## src/rtl/multicycle_ctrl.sv

```systemverilog
// multicycle_ctrl: Moore controller sequencing the shared multicycle MIPS datapath.
// Define MULTICYCLE_MEM_WAIT_EN to let FETCH/MEMRD/MEMWR stall on mem_ready.
module multicycle_ctrl (
    input  logic       clk,
    input  logic       reset,
    input  logic [5:0] op,
    input  logic [5:0] funct,
    input  logic       zero,
    input  logic       mem_ready,
    output logic       pcen,
    output logic       iord,
    output logic       memwrite,
    output logic       irwrite,
    output logic       regdst,
    output logic       memtoreg,
    output logic       regwrite,
    output logic       alusrca,
    output logic [1:0] alusrcb,
    output logic [1:0] pcsrc,
    output logic [2:0] alucontrol,
    output logic       instr_done,
    output logic       illegal,
    output logic [3:0] state_o
);
    typedef enum logic [3:0] {
        FETCH = 4'd0, DECODE = 4'd1, MEMADR = 4'd2, MEMRD = 4'd3,
        MEMWB = 4'd4, MEMWR = 4'd5, EXECUTE = 4'd6, ALUWB = 4'd7,
        BRANCH = 4'd8, ADDIEX = 4'd9, ADDIWB = 4'd10, JUMP = 4'd11
    } state_t;
    localparam logic [5:0] OP_R = 6'b000000, OP_LW = 6'b100011, OP_SW = 6'b101011,
                           OP_BEQ = 6'b000100, OP_BNE = 6'b000101,
                           OP_ADDI = 6'b001000, OP_J = 6'b000010;
    state_t state, next, cur;
    logic ready, pcwrite, op_ok, funct_ok;
    logic [2:0] funct_alu;
`ifdef MULTICYCLE_MEM_WAIT_EN
    assign ready = mem_ready;
`else
    assign ready = mem_ready | 1'b1;
`endif
    assign op_ok = op inside {OP_R, OP_LW, OP_SW, OP_BEQ, OP_BNE, OP_ADDI, OP_J};
    assign funct_ok = funct inside {6'b100000, 6'b100010, 6'b100100, 6'b100101, 6'b101010};
    assign funct_alu = funct == 6'b100010 ? 3'b110 :
                       funct == 6'b100100 ? 3'b000 :
                       funct == 6'b100101 ? 3'b001 :
                       funct == 6'b101010 ? 3'b111 : 3'b010;
    always_comb begin
        next = FETCH;
        case (state)
            FETCH:   next = ready ? DECODE : FETCH;
            DECODE:  next = (op == OP_LW || op == OP_SW) ? MEMADR :
                            op == OP_R ? EXECUTE :
                            (op == OP_BEQ || op == OP_BNE) ? BRANCH :
                            op == OP_ADDI ? ADDIEX :
                            op == OP_J ? JUMP : FETCH;
            MEMADR:  next = op == OP_SW ? MEMWR : MEMRD;
            MEMRD:   next = ready ? MEMWB : MEMRD;
            MEMWR:   next = ready ? FETCH : MEMWR;
            EXECUTE: next = ALUWB;
            ADDIEX:  next = ADDIWB;
            default: next = FETCH;
        endcase
    end
    always_ff @(posedge clk) state <= reset ? FETCH : next;
    // Reset shows FETCH decode with every strobe suppressed, even before the first edge.
    assign cur = reset ? FETCH : state;
    assign state_o = cur;
    always_comb begin
        iord = 1'b0;
        memwrite = 1'b0;
        irwrite = 1'b0;
        regdst = 1'b0;
        memtoreg = 1'b0;
        regwrite = 1'b0;
        alusrca = 1'b0;
        alusrcb = 2'b00;
        pcsrc = 2'b00;
        alucontrol = 3'b010;
        instr_done = 1'b0;
        illegal = 1'b0;
        pcwrite = 1'b0;
        case (cur)
            FETCH:   begin alusrcb = 2'b01; irwrite = ready; pcwrite = ready; end
            DECODE:  begin alusrcb = 2'b11; illegal = ~op_ok; instr_done = ~op_ok; end
            MEMADR:  begin alusrca = 1'b1; alusrcb = 2'b10; end
            MEMRD:   iord = 1'b1;
            MEMWB:   begin memtoreg = 1'b1; regwrite = 1'b1; instr_done = 1'b1; end
            MEMWR:   begin iord = 1'b1; memwrite = 1'b1; instr_done = ready; end
            EXECUTE: begin alusrca = 1'b1; alucontrol = funct_alu; illegal = ~funct_ok; end
            ALUWB:   begin regdst = 1'b1; regwrite = 1'b1; instr_done = 1'b1; end
            BRANCH:  begin alusrca = 1'b1; alucontrol = 3'b110; pcsrc = 2'b01; instr_done = 1'b1; end
            ADDIEX:  begin alusrca = 1'b1; alusrcb = 2'b10; end
            ADDIWB:  begin regwrite = 1'b1; instr_done = 1'b1; end
            JUMP:    begin pcsrc = 2'b10; pcwrite = 1'b1; instr_done = 1'b1; end
            default: ;
        endcase
        pcen = pcwrite | (cur == BRANCH && ((op == OP_BEQ && zero) || (op == OP_BNE && !zero)));
        if (reset) {pcen, irwrite, memwrite, regwrite, instr_done, illegal} = '0;
    end
endmodule

```

## config.mk

```make
export PLATFORM = sky130hd
export DESIGN_NAME = multicycle_ctrl
export DESIGN_NICKNAME = d
export VERILOG_FILES = /design/src/rtl/multicycle_ctrl.sv
export SDC_FILE = /design/constraint.sdc
export NUM_CORES = 1
export LEC_CHECK = 0
export ABC_AREA = 1
export CAP_MARGIN = 15
export CORE_MARGIN = 10
export CORE_UTILIZATION = 30
export DETAILED_ROUTE_END_ITERATION = 12
export PLACE_DENSITY = 0.78
export SLEW_MARGIN = 20
export SYNTH_ARGS = -nofsm -noshare
export SYNTH_HDL_FRONTEND = slang
export SYNTH_SLANG_ARGS = --single-unit
```

## constraint.sdc

```tcl
create_clock -name clk -period 1.61 [get_ports clk]
set_clock_uncertainty 0.2 [all_clocks]
set_input_delay 0.322 -clock clk [delete_from_list [all_inputs] [get_ports clk]]
set_output_delay 0.322 -clock clk [all_outputs]
set_load 0.005 [all_outputs]
```

==> run metrics <==
number of global-route vias before repair=between 1k and 1.5k; Post-DP HPWL=between 2000 and 2500 um; Crit. End Element=output pin; CP max stage delay=0.39 ns; vias per cell=about 5.4; root buf cell=clkbuf_4; post-route clock period utilization=125%; post-synth top area cell=nand2_1; Die W=~66 um; pwr/cell area=a little over 300 mW/mm^2; RSZ-0062 raised after global routing=yes; Ys Warns=0; GRT Util Overall=a little under a fifth; gpl congestion=roughly 0.86; top post-synthesis cells by area=nand2_1 (21%), nor2_1 (16%), inv_1 (16%); syn avg cell area=4.69 um^2; post-layout min period=~2 ns; cell count after synthesis=133; via count=approximately 1.4k; Final WS setup=-0.403 ns; Max Buffers Root-to-Sink=2; Slew Limit Headroom=between 80% and 90%; Initial Utilization=a little under a third; worst vdd ir=0.000300 V; post-synth top area share=a little over a fifth; max-cap viol count=0; peak fanout along the critical path=5; final setup vio count=20; failing checks=setup timing; Biggest register=state; area growth from synthesis to layout=163%; DR pass1 iterations=4; global-route wire length before repair=roughly 6700 um; Synth cell types=14; initial antenna violation count=0; Worst path slowest cell=dfxtp_4; CP bufs+invs=3; die area=0.00431 mm^2; clock sinks=4; Overflow after GRT=0; worst reg2reg path depth=11; final instance area=about 0.0016 mm^2; register bit count reported by yosys=4; critical path type=reg -> out; Clock Latency Late Sink=between 0.2 and 0.25 ns; register area=about 93 um^2; drt total wl=4740 um; Routed WL per cell=18.3 um; htree depth=1; most frequent cells in the layout=buf_4 (47), nand2_1 (20), nand3_1 (18), buf_6 (18), buf_2 (15); worst path required time=around 1.1 ns; post-synthesis sequential area ratio=between 10% and 20%; crit-path cells=inv_4 -> nor2_4 -> nand2_4 -> nor2_4 -> o21ai_2 -> buf_4 -> or2_1 -> buf_2; Worst Tran Pin Value=~0.24 ns; max reg flops=4; Die Height=between 60 and 70 um; area occupied by multi-input gates=roughly 620 um^2; net count after synthesis=between 100 and 150; fmax=just under 500 MHz; setup TNS=-4.57 ns; Cell Area, Synth=between 600 and 700 um^2; Core Region=0.00196 mm^2; Slew Viols, Final=0; CP arrival=1.49 ns; clk slew on worst S/H paths=0.04 ns; site row count=16; commonest non-fill, non-tap cell in the layout=buf_4; largest net degree at the start of global routing=7; hold-critical path depth=2; I/O Buffers=35; ratio of cells with drive above 1 in the final layout=65.1%; Pleak=roughly 0.93 nW; dpl cell area=~0.0012 mm^2; IO Count=37; 1st-iter DRT viols=144; final hold vios=0; Largest regs=state: 4 flops; WP depth=8; CTS tree=yes; critical path's most frequent cell=nor2_4; filler cell count in the final layout=121; drt drc=0; Worst Hold Class=in -> reg; Startpoint Class=flip-flop; Inserted Clock Buffers=3; CP top delay family=simple AND/OR/NAND/NOR gates; fin nets=250; final hold slack=~0.16 ns; Routed Antenna Nets=0; status=finished, violations left; Inserted Diodes=0
-- cell type report --
type | count | area share, %
timing repair buffer | 96 | 45.8
multi-input combinational | 101 | 37.8
inverter | 28 | 7.32
sequential | 4 | 5.64
tap | 27 | 2.06
clock buffer | 3 | 1.37
-- power breakdown --
group | total (mW) | internal, mW | leakage, nW | switching (mW)
sequential | 0.111 | 0.101 | 0.0352 | 0.0100
combinational | 0.277 | 0.137 | 0.880 | 0.139
clock | 0.123 | 0.0833 | 0.0138 | 0.0396
total | 0.510 | 0.321 | 0.929 | 0.189
-- metal layers --
metal / vias to the layer above / track usage [%] / part of all wire (%)
met4: 0 / 10.2 / 5.3
met1: 659 / 19.9 / 37
met5: - / 0 / 0
met3: 26 / 5.08 / 9.1
met2: 86 / 34.2 / 49
li1: 616 / - / -
-- synthesized netlist by cell type --
cell,count
a21oi_1,6
dfxtp_1,4
inv_1,26
inv_2,2
nand2_1,35
nand3_1,18
nand4_1,2
nor2_1,27
nor2_2,1
nor2_4,1
nor3_1,2
o21ai_0,7
o21ai_1,1
or2_1,1
-- cells by family (layout without fill, tap and decap cells) --
kind of cell	Yosys count	in the layout	share of synthesized area (%)
DFF	4	4	12.8
AOI/OAI and AO/OA	14	14	11.2
and+or+nand+nor	87	87	59.1
buffers and inverters	28	127	16.8
-- per-stage QoR --
step	std cells	worst slack, ns	utilization [%]	power, mW
after floorplan	133	0.0674	-	0.168
after global placement	221	-0.907	61.4	0.280
after detailed placement	221	-0.931	61.4	0.284
after CTS	252	-0.374	77.6	0.453
after global routing	259	-0.525	83.6	0.540
final	259	-0.403	83.6	0.510
-- path summary, 6_finish.rpt --
kind                                from       endpoint  slack [ns]
worst max-delay path            state[1]  alucontrol[1]       -0.40
worst min-delay path               reset       state[0]        0.16
worst max register to register  state[0]       state[3]       -0.05
worst min register to register  state[3]       state[0]        0.55
-- repair_timing --
item                                    4_1_cts  5_1_grt
pin swaps                                    26       20
gates resized for setup                     165       46
hold buffers                                  0        0
setup buffers                                28        8
gates cloned                                  0        0
endpoints found under the setup margin       21       24
hold endpoints to repair                      0        0
Note: power is estimated with default switching activity, not from simulation.
